--- config.mk ---
export PLATFORM = sky130hd
export DESIGN_NAME = fetch_stage_flat
export DESIGN_NICKNAME = d
export VERILOG_FILES = /design/src/rtl/riscv_pkg.sv /design/src/rtl/fetch_stage_if.sv /design/src/rtl/fetch_skid_buffer.sv /design/src/rtl/fetch_stage.sv /design/src/flat_wrapper.sv
export SDC_FILE = /design/constraint.sdc
export NUM_CORES = 1
export LEC_CHECK = 0
export ABC_AREA = 1
export CAP_MARGIN = 20
export CORE_ASPECT_RATIO = 0.75
export CORE_MARGIN = 5
export CORE_UTILIZATION = 57
export CTS_CLUSTER_DIAMETER = 100
export DETAILED_ROUTE_END_ITERATION = 6
export MAX_ROUTING_LAYER = met4
export PLACE_DENSITY = 0.87
export SYNTH_ARGS = -nofsm -noshare
export SYNTH_HDL_FRONTEND = slang
export SYNTH_SLANG_ARGS = --single-unit
--- constraint.sdc ---
create_clock -name clk -period 21.7 [get_ports clk]
set_input_delay 5.425 -clock clk [delete_from_list [all_inputs] [get_ports clk]]
set_output_delay 5.425 -clock clk [all_outputs]
set_load 0.05 [all_outputs]
--- src/rtl/riscv_pkg.sv ---
// Shared definitions for the core front end: the canonical NOP, the base
// opcode values seen by the control unit, and the fetch FSM state type.
package riscv_pkg;

  // addi x0, x0, 0
  localparam logic [31:0] NOP = 32'h0000_0013;

  localparam logic [6:0] OP_LOAD   = 7'h03;
  localparam logic [6:0] OP_IMM    = 7'h13;
  localparam logic [6:0] OP_STORE  = 7'h23;
  localparam logic [6:0] OP_REG    = 7'h33;
  localparam logic [6:0] OP_BRANCH = 7'h63;
  localparam logic [6:0] OP_JALR   = 7'h67;
  localparam logic [6:0] OP_JAL    = 7'h6F;

  typedef enum logic [1:0] {
    IDLE,
    REQ,
    WAIT,
    DRAIN
  } fetch_state_t;

endpackage

--- src/rtl/fetch_stage_if.sv ---
// Instruction-memory port: valid/ready request channel plus an in-order
// response that arrives some cycles after the accepted request.
interface fetch_stage_if #(
  parameter int XLEN = 32
);
  logic            imem_req_valid;
  logic [XLEN-1:0] imem_req_addr;
  logic            imem_req_ready;
  logic            imem_resp_valid;
  logic [31:0]     imem_resp_data;

  modport master (
    output imem_req_valid,
    output imem_req_addr,
    input  imem_req_ready,
    input  imem_resp_valid,
    input  imem_resp_data
  );

  modport slave (
    input  imem_req_valid,
    input  imem_req_addr,
    output imem_req_ready,
    output imem_resp_valid,
    output imem_resp_data
  );
endinterface

--- src/rtl/fetch_skid_buffer.sv ---
// One-entry holding slot for a fetched {instr, pc} that arrived while the
// IF/ID register was occupied and stalled. Clear beats load beats drain.
module fetch_skid_buffer
  import riscv_pkg::*;
#(
  parameter int XLEN = 32
) (
  input  logic            clk,
  input  logic            rst,
  input  logic            load,
  input  logic            drain,
  input  logic            clear,
  input  logic [31:0]     instr_in,
  input  logic [XLEN-1:0] pc_in,
  output logic            full,
  output logic [31:0]     instr_out,
  output logic [XLEN-1:0] pc_out
);

  // Capture on load, release on drain, drop everything on clear (redirect).
  always_ff @(posedge clk or posedge rst) begin
    if (rst) begin
      full      <= 1'b0;
      instr_out <= NOP;
      pc_out    <= '0;
    end else if (clear) begin
      full <= 1'b0;
    end else if (load) begin
      full      <= 1'b1;
      instr_out <= instr_in;
      pc_out    <= pc_in;
    end else if (drain) begin
      full <= 1'b0;
    end
  end

endmodule

--- src/rtl/fetch_stage.sv ---
// Instruction-fetch front end: owns pc_f, issues one outstanding word request
// at a time, fills the IF/ID register (with a one-entry skid for stalls) and
// applies branch/jump redirects from the control unit.
module fetch_stage
  import riscv_pkg::*;
#(
  parameter int              XLEN     = 32,
  parameter logic [XLEN-1:0] RESET_PC = '0
) (
  input  logic            clk,
  input  logic            rst,
  input  logic            pcsrc,
  input  logic            jbmux,
  input  logic [XLEN-1:0] imm_ext,
  input  logic [XLEN-1:0] alu_result,
  input  logic            stall,
  fetch_stage_if.master   imem,
  output logic            valid_d,
  output logic [31:0]     instr_d,
  output logic [XLEN-1:0] pc_d,
  output logic [XLEN-1:0] pcplus4_d,
  output logic [6:0]      opcode,
  output logic [2:0]      funct3,
  output logic            funct7
);

  localparam logic [XLEN-1:0] WORD_STEP  = XLEN'(4);
  localparam logic [XLEN-1:0] ALIGN_MASK = ~XLEN'(3);

  fetch_state_t    state;
  logic [XLEN-1:0] pc_f;

  logic            redirect;
  logic            advance;
  logic            resp_in;
  logic            req_fire;
  logic [XLEN-1:0] target;

  logic            skid_full;
  logic            skid_load;
  logic            skid_drain;
  logic [31:0]     skid_instr;
  logic [XLEN-1:0] skid_pc;

  // A redirect is only honoured for a live decode instruction that is moving on.
  assign redirect = valid_d && pcsrc && !stall;
  assign advance  = !valid_d || !stall;
  assign resp_in  = (state == WAIT) && imem.imem_resp_valid;
  assign req_fire = imem.imem_req_valid && imem.imem_req_ready;

  // JALR clears bit 0 and branches clear nothing, but both are forced to a
  // word boundary, so one mask over either source covers both cases.
  assign target = (jbmux ? alu_result : (pc_d + imm_ext)) & ALIGN_MASK;

  assign imem.imem_req_valid = (state == REQ) && !skid_full;
  assign imem.imem_req_addr  = pc_f;

  assign skid_load  = resp_in && !redirect && !advance;
  assign skid_drain = skid_full && advance && !redirect;

  fetch_skid_buffer #(.XLEN(XLEN)) u_skid (
    .clk       (clk),
    .rst       (rst),
    .load      (skid_load),
    .drain     (skid_drain),
    .clear     (redirect),
    .instr_in  (imem.imem_resp_data),
    .pc_in     (pc_f),
    .full      (skid_full),
    .instr_out (skid_instr),
    .pc_out    (skid_pc)
  );

  // Request FSM and fetch PC; a redirect overrides whatever pc_f update the
  // state would otherwise make, and sends an unanswered request to DRAIN.
  always_ff @(posedge clk or posedge rst) begin
    if (rst) begin
      state <= IDLE;
      pc_f  <= RESET_PC;
    end else begin
      case (state)
        IDLE: state <= REQ;
        REQ: begin
          if (req_fire) state <= redirect ? DRAIN : WAIT;
        end
        WAIT: begin
          if (imem.imem_resp_valid) begin
            state <= REQ;
            pc_f  <= pc_f + WORD_STEP;
          end else if (redirect) begin
            state <= DRAIN;
          end
        end
        DRAIN: begin
          if (imem.imem_resp_valid) state <= REQ;
        end
        default: state <= IDLE;
      endcase
      if (redirect) pc_f <= target;
    end
  end

  // IF/ID register: flush on redirect, otherwise refill from skid first,
  // then from a fresh response, else bubble with a NOP.
  always_ff @(posedge clk or posedge rst) begin
    if (rst) begin
      valid_d   <= 1'b0;
      instr_d   <= NOP;
      pc_d      <= '0;
      pcplus4_d <= WORD_STEP;
    end else if (redirect) begin
      valid_d <= 1'b0;
      instr_d <= NOP;
    end else if (advance) begin
      if (skid_full) begin
        valid_d   <= 1'b1;
        instr_d   <= skid_instr;
        pc_d      <= skid_pc;
        pcplus4_d <= skid_pc + WORD_STEP;
      end else if (resp_in) begin
        valid_d   <= 1'b1;
        instr_d   <= imem.imem_resp_data;
        pc_d      <= pc_f;
        pcplus4_d <= pc_f + WORD_STEP;
      end else begin
        valid_d <= 1'b0;
        instr_d <= NOP;
      end
    end
  end

  assign opcode = instr_d[6:0];
  assign funct3 = instr_d[14:12];
  assign funct7 = instr_d[30];

endmodule
--- src/flat_wrapper.sv ---
// flat-port wrapper written by rule: the top's interface ports become plain ports
module fetch_stage_flat import riscv_pkg::*;
#(
  parameter int              XLEN     = 32,
  parameter logic [XLEN-1:0] RESET_PC = '0
)
  (clk, rst, pcsrc, jbmux, imm_ext, alu_result, stall, valid_d, instr_d, pc_d, pcplus4_d, opcode, funct3, funct7, imem_imem_req_valid, imem_imem_req_addr, imem_imem_req_ready, imem_imem_resp_valid, imem_imem_resp_data);
  fetch_stage_if #(.XLEN(XLEN)) imem_i ();
  input  logic clk;
  input  logic rst;
  input  logic pcsrc;
  input  logic jbmux;
  input  logic [XLEN-1:0] imm_ext;
  input  logic [XLEN-1:0] alu_result;
  input  logic stall;
  output logic valid_d;
  output logic [31:0] instr_d;
  output logic [XLEN-1:0] pc_d;
  output logic [XLEN-1:0] pcplus4_d;
  output logic [6:0] opcode;
  output logic [2:0] funct3;
  output logic funct7;
  output wire logic [$bits(imem_i.imem_req_valid)-1:0] imem_imem_req_valid;
  output wire logic [$bits(imem_i.imem_req_addr)-1:0] imem_imem_req_addr;
  input wire logic [$bits(imem_i.imem_req_ready)-1:0] imem_imem_req_ready;
  input wire logic [$bits(imem_i.imem_resp_valid)-1:0] imem_imem_resp_valid;
  input wire logic [$bits(imem_i.imem_resp_data)-1:0] imem_imem_resp_data;
  assign imem_imem_req_valid = imem_i.imem_req_valid;
  assign imem_imem_req_addr = imem_i.imem_req_addr;
  assign imem_i.imem_req_ready = imem_imem_req_ready;
  assign imem_i.imem_resp_valid = imem_imem_resp_valid;
  assign imem_i.imem_resp_data = imem_imem_resp_data;
  fetch_stage #(.XLEN(XLEN), .RESET_PC(RESET_PC)) u_core (.clk(clk), .rst(rst), .pcsrc(pcsrc), .jbmux(jbmux), .imm_ext(imm_ext), .alu_result(alu_result), .stall(stall), .imem(imem_i), .valid_d(valid_d), .instr_d(instr_d), .pc_d(pc_d), .pcplus4_d(pcplus4_d), .opcode(opcode), .funct3(funct3), .funct7(funct7));
endmodule
==> flow_metrics.env, run 1 <==
export IMPL_status="finished clean"
export IMPL_critPathCapture="u_core.pcplus4_d[6]"
export IMPL_clock_latency_ns=0.44
export IMPL_netlist_instances=1734
export IMPL_root_buffer="clkbuf_16"
export IMPL_grt_max_degree=113
export IMPL_start_kind="primary input"
export IMPL_ys_flop_type="dfrtp_1"
export IMPL_crit_type="in -> reg"
export IMPL_core_um2=21180
export IMPL_crit_arrival_ns=9.28
export IMPL_hold_violations=0
export IMPL_end_kind="flip-flop"
export IMPL_die_h_um=137.1
export IMPL_fin_tns_setup_ns=0
export IMPL_grt_total_usage=0.3639
export IMPL_finalCritPeriodShare=0.4130
export IMPL_rsz0062_at_grt="false"
export IMPL_worstReg2RegEnd="u_core.pcplus4_d[6]"
export IMPL_r2r_slack_ns=17.77
export IMPL_synth_area_per_cell_um2=7.084
export IMPL_route_detailed_drc=0
export IMPL_drt_pass1_iter_count=7
export IMPL_hold_buffers=0
export IMPL_start_util=0.5800
export IMPL_grt_pass1_vias=11810
export IMPL_cts_buffers=17
export IMPL_synth_area_um2=12280
export IMPL_r2r_cells=8
export IMPL_diodes=0
export IMPL_p_per_area_nw_per_um2=139.8
export IMPL_cts_resized=0
export IMPL_post_cts_buffers=0
export IMPL_fin_skew_ns=0.01272
export IMPL_via_per_inst=5.948
export IMPL_relSlewSlack=0.3408
export IMPL_drv_cap=0
export IMPL_synth_most_common_cell="nand2_1"
export IMPL_area_delta_synth_final_pct=24.83
export IMPL_peakVddDrop_uv=115.2
export IMPL_dieArea_um2=24620
export IMPL_drtIter0Drc=2021
export IMPL_min_period_ns=8.961
export IMPL_antenna_found_initial=0
export IMPL_grt_pass1_wl_um=68160
export IMPL_synth_area_leaders="dfrtp_1, nand2_1, nor2_1, nand3_1, o21ai_0"
export IMPL_yosysWarnings=0
export IMPL_wire_per_inst_um=20.22
export IMPL_drive_above_1_share=0.07076
export IMPL_cts_htree_levels=4
export IMPL_fmax_ghz=0.1116
export IMPL_yosys_area_top_type="dfrtp_1"
export IMPL_cp_max_fo=90
export IMPL_gp_congestion=1.052
export IMPL_portBuffers=233
export IMPL_place_hpwl_um=32520
export IMPL_ant_nets=0
export IMPL_overflow=0
export IMPL_cts_tree="built"
export IMPL_async_flop_share=1.000
export IMPL_synth_top_cells_by_count="nand2_1, dfrtp_1, nor2_1"
export IMPL_hold_class="reg -> reg"
export IMPL_r2r_start="u_core.valid_d"
export IMPL_num_rows=46
export IMPL_clockBufferDepth=2
export IMPL_critPathLaunch="stall"
export IMPL_total_power_w=0.002144
export IMPL_setup_violations=0
export IMPL_vias=13150
export IMPL_dieWidth_um=179.5
export IMPL_critPathRequiredTime_ns=22.02
export IMPL_p_leak_nw=7.288
export IMPL_path_clk_slew_ns=0.07
export IMPL_totalWireLength_um=44680
export IMPL_netlist_area_leader_share=0.3687
export IMPL_tightestPinTransition_ns=0.9888
export IMPL_synth_yosys_seq_area_share=0.3837
export IMPL_slew_viol_final=0
export IMPL_synth_edf_count=0
export IMPL_cts_sinks=188
export IMPL_ys_seq_elements=188
export IMPL_ios=244
export IMPL_synth_cell_types=52
export IMPL_fin_nets=2046
## worst min path at each step
stage | startpoint | cells after the start | to
after floorplan | u_core.u_skid.instr_out[0] | 2 | u_core.u_skid.instr_out[0]
after global placement | u_core.pcplus4_d[2] | 2 | u_core.pcplus4_d[2]
after detailed placement | u_core.pcplus4_d[17] | 2 | u_core.pcplus4_d[17]
after CTS | u_core.pcplus4_d[2] | 2 | u_core.pcplus4_d[2]
after global routing | u_core.pcplus4_d[21] | 2 | u_core.pcplus4_d[21]
final | u_core.pcplus4_d[2] | 2 | u_core.pcplus4_d[2]
## cells in the final DEF (no fill, tap or decap), types with 3 or more instances in the layout
| master | count |
|---|---|
| nand3_2 | 5 |
| dfrtp_1 | 180 |
| inv_2 | 16 |
| or2_2 | 3 |
| inv_6 | 3 |
| nor2_1 | 169 |
| nand3b_1 | 6 |
| ha_1 | 34 |
| inv_1 | 144 |
| a21oi_1 | 88 |
| xnor2_1 | 10 |
| conb_1 | 6 |
| o21bai_1 | 8 |
| nand3_1 | 127 |
| mux2_2 | 27 |
| nor3_1 | 18 |
| nand2_2 | 5 |
| mux2i_1 | 8 |
| o22ai_1 | 3 |
| nor2_2 | 11 |
| nor4_1 | 5 |
| o21ai_0 | 115 |
| nor2_4 | 3 |
| nand4_1 | 25 |
| clkdlybuf4s50_1 | 233 |
| clkbuf_16 | 17 |
| o211ai_1 | 7 |
| o21ai_1 | 20 |
| bufinv_16 | 5 |
| buf_4 | 10 |
| nand2_1 | 506 |
| dfstp_2 | 7 |
| a31oi_1 | 32 |
| xor2_1 | 24 |
| or2_1 | 5 |
| nor3_2 | 8 |
## metal layers
metal / GRT usage / up-vias / wire length [µm]
met2: 0.5283 / 787 / 19420
met3: 0.09405 / 89 / 4870
met1: 0.5208 / 6261 / 19360
met5: - / - / 0
li1: - / 6008 / -
met4: 0.07149 / 0 / 1034
## cells by family (layout without fill, tap and decap cells)
kind of cell,after synthesis,count (layout),synth area share
AND/OR/NAND/NOR,904,904,0.3154
XOR/XNOR,34,34,0.02424
other,1,6,0.0003053
adder cells (fa/ha/maj),34,34,0.03463
buffers and inverters,256,439,0.08637
multiplexers,35,35,0.03127
flip-flops,188,188,0.3837
AO/OA/AOI/OAI,282,282,0.1241
## registers in the layout, summed over array words and instances, names as in the netlist
name / cells
u_core.instr_d: 32
u_core.u_skid.instr_out: 32
u_core.imem.imem_req_addr: 30
u_core.pc_d: 30
u_core.pcplus4_d: 30
u_core.u_skid.pc_out: 30
u_core.state: 2
u_core.u_skid.full: 1
u_core.valid_d: 1
## area by class of cell
type	count	area, µm²
inverters	163	619.3
fillers	1690	5846
clock inverters	12	207.7
well taps	288	360.3
repair buffers	244	2435
flip-flops and latches	188	4715
clock buffers	20	456.7
multi-input cells	1295	6541
## worst max-delay path, stage by stage
cell and delay (ns):
clkdlybuf4s50_1 0.41, buf_4 0.26, nand2_1 0.45, nand2_1 0.60, nor2_4 0.23, buf_4 0.76, inv_2 0.61, a311oi_1 0.44
nor2_1 0.07
## where the power goes
group | internal (W) | switching (W)
Combinational | 0.000377 | 0.000787
Sequential | 0.000465 | 0.000156
Clock | 0.000213 | 0.000146
Total | 0.00105 | 0.00109
## stage by stage
stage | instances | utilization | worst slack [ns] | instance area (µm²) | hold slack (ns)
3_5_place_dp | 2177 | 0.6913 | 12.39 | 14640 | 0.4655
5_1_grt | 2210 | 0.7240 | 12.44 | 15330 | 0.5097
3_3_place_gp | 2177 | 0.6913 | 12.45 | 14640 | 0.4634
2_1_floorplan | 1739 | - | 11.17 | 12300 | 0.4671
4_1_cts | 2209 | 0.7227 | 12.85 | 15310 | 0.4812
6_report | 2210 | 0.7240 | 12.74 | 15330 | 0.4784
(Power assumes the default switching activity.)
==> inputs of run 2 (changes only) <==
--- a/config.mk
+++ b/config.mk
@@ -9,11 +9,11 @@
 export CAP_MARGIN = 20
 export CORE_ASPECT_RATIO = 0.75
 export CORE_MARGIN = 5
-export CORE_UTILIZATION = 57
+export CORE_UTILIZATION = 48
 export CTS_CLUSTER_DIAMETER = 100
 export DETAILED_ROUTE_END_ITERATION = 6
 export MAX_ROUTING_LAYER = met4
-export PLACE_DENSITY = 0.87
+export PLACE_DENSITY = 0.78
 export SYNTH_ARGS = -nofsm -noshare
 export SYNTH_HDL_FRONTEND = slang
 export SYNTH_SLANG_ARGS = --single-unit
==> constraint.sdc (replaced) <==
create_clock -name clk -period 8.24 [get_ports clk]
set_input_delay 2.06 -clock clk [delete_from_list [all_inputs] [get_ports clk]]
set_output_delay 2.06 -clock clk [all_outputs]
set_load 0.05 [all_outputs]
==> run 2 against run 1 <==
Against the previous run:
- die area is 17% higher
- highest routed layer unchanged
- clock skew is 0.0014 ns lower
- core utilization fell by 11 points
- routed wire length down 1.2%
- via count down 4.2%
- setup slack worse by 9.3 ns
==> flow_metrics.env, run 2 (synthesized netlist as in run 1, its figures left out) <==
export IMPL_place_hpwl_um=32850
export IMPL_cts_sinks=188
export IMPL_drt_pass1_iter_count=6
export IMPL_num_rows=50
export IMPL_p_per_area_nw_per_um2=361.1
export IMPL_portBuffers=233
export IMPL_fmax_ghz=0.2072
export IMPL_drtIter0Drc=1302
export IMPL_top_regs="u_core.instr_d (32), u_core.u_skid.instr_out (32)"
export IMPL_crit_type="in -> reg"
export IMPL_clockBufferDepth=2
export IMPL_status="finished clean"
export IMPL_wire_per_inst_um=19.54
export IMPL_area_delta_synth_final_pct=24.59
export IMPL_end_kind="flip-flop"
export IMPL_crit_arrival_ns=5.20
export IMPL_ios=244
export IMPL_vias=12590
export IMPL_ant_nets=0
export IMPL_totalWireLength_um=44130
export IMPL_cts_buffers=17
export IMPL_start_util=0.4897
export IMPL_fin_nets=2045
export IMPL_fin_util=0.6101
export IMPL_overflow=0
export IMPL_p_leak_nw=7.245
export IMPL_hold_violations=0
export IMPL_die_h_um=148.5
export IMPL_stdcell_count=2259
export IMPL_fin_tns_setup_ns=0
export IMPL_path_clk_slew_ns=0.07
export IMPL_dieArea_um2=28930
export IMPL_relSlewSlack=0.3106
export IMPL_finalCritPeriodShare=0.5857
export IMPL_peakVddDrop_uv=295.5
export IMPL_tightestPinTransition_ns=1.028
export IMPL_core_um2=25090
export IMPL_hold_class="reg -> reg"
export IMPL_route_detailed_drc=0
export IMPL_post_cts_buffers=0
export IMPL_grt_total_usage=0.3056
export IMPL_gp_congestion=1.013
export IMPL_hold_buffers=0
export IMPL_fin_skew_ns=0.01127
export IMPL_min_period_ns=4.826
export IMPL_cts_htree_levels=4
export IMPL_layout_common_cells="nand2_1, clkdlybuf4s50_1, dfrtp_1, nor2_1, inv_1"
export IMPL_start_kind="primary input"
export IMPL_final_common_cell="nand2_1"
export IMPL_clock_latency_ns=0.45
export IMPL_rsz0062_at_grt="false"
export IMPL_min_path_cells=2
export IMPL_grt_pass1_vias=11930
export IMPL_via_per_inst=5.573
export IMPL_drv_cap=0
export IMPL_r2r_cells=7
export IMPL_root_buffer="clkbuf_16"
export IMPL_grt_pass1_wl_um=67520
export IMPL_cts_tree="built"
export IMPL_dieWidth_um=194.7
export IMPL_diodes=0
export IMPL_slew_viol_final=0
export IMPL_cp_max_fo=89
export IMPL_antenna_found_initial=0
export IMPL_grt_max_degree=132
export IMPL_setup_violations=0
export IMPL_critPathRequiredTime_ns=8.61
export IMPL_whs_ns=0.4855
export IMPL_place_inst=2227
export IMPL_fill_cells=2327
export IMPL_drive_above_1_share=0.07028
export IMPL_cts_resized=0
run 2: cell count changes in the layout (fill, tap and decap cells not counted):
cell	delta
clkinv_2	+1
clkinv_4	+2
clkinv_8	+1
clkbuf_8	-1
bufinv_16	-3
buf_16	-1
run 2: path summary, 6_finish.rpt:
check / slack [ns] / from / endpoint
worst max register to register: 5.05 / u_core.valid_d / u_core.pcplus4_d[18]
worst min-delay path: 0.49 / u_core.pcplus4_d[24] / u_core.pcplus4_d[24]
min in group asynchronous: 2.21 / rst / u_core.u_skid.instr_out[25]
worst min register to register: 0.49 / u_core.pcplus4_d[24] / u_core.pcplus4_d[24]
worst max-delay path: 3.41 / stall / u_core.pcplus4_d[18]
max in group asynchronous: 4.68 / rst / u_core.pc_d[25]
run 2: final cells by class:
cell class / count / area (µm²) / share of cell area
multi-input combinational: 1295 / 6541 / 0.4274
sequential: 188 / 4715 / 0.3080
timing repair buffer: 243 / 2407 / 0.1573
inverter: 163 / 619.3 / 0.04047
clock buffer: 19 / 442.9 / 0.02894
tap: 338 / 422.9 / 0.02763
clock inverter: 13 / 156.4 / 0.01022
run 2: per-stage QoR:
stage / total power [W] / area (µm²) / worst slack, ns
6_report: 0.005527 / 15300 / 3.414
4_1_cts: 0.005496 / 15300 / 3.435
3_3_place_gp: 0.004571 / 14710 / 2.984
2_1_floorplan: 0.003593 / 12300 / 1.078
3_5_place_dp: 0.004631 / 14710 / 2.988
5_1_grt: 0.005834 / 15300 / 3.087
run 2: worst max-delay path, stage by stage:
cell,delay (ns)
clkdlybuf4s50_1,0.39
buf_4,0.25
nand2_1,0.44
nand2_1,0.60
nor2_4,0.27
buf_4,0.72
o211ai_1,0.30
nand2_1,0.12
run 2: power breakdown:
group / total (W) / switching (W) / leakage (nW) / internal [W]
registers: 0.00162 / 0.000396 / 2.32 / 0.00122
logic: 0.00305 / 0.00206 / 4.63 / 0.000992
clock network: 0.000853 / 0.000390 / 0.289 / 0.000463
run 2: routing by layer:
metal	global-route usage	share of wire	vias to the layer above
li1	-	-	6002
met1	0.4244	0.44	5966
met2	0.4413	0.43	567
met3	0.09375	0.11	55
met4	0.07027	0.018	0
met5	-	0	-
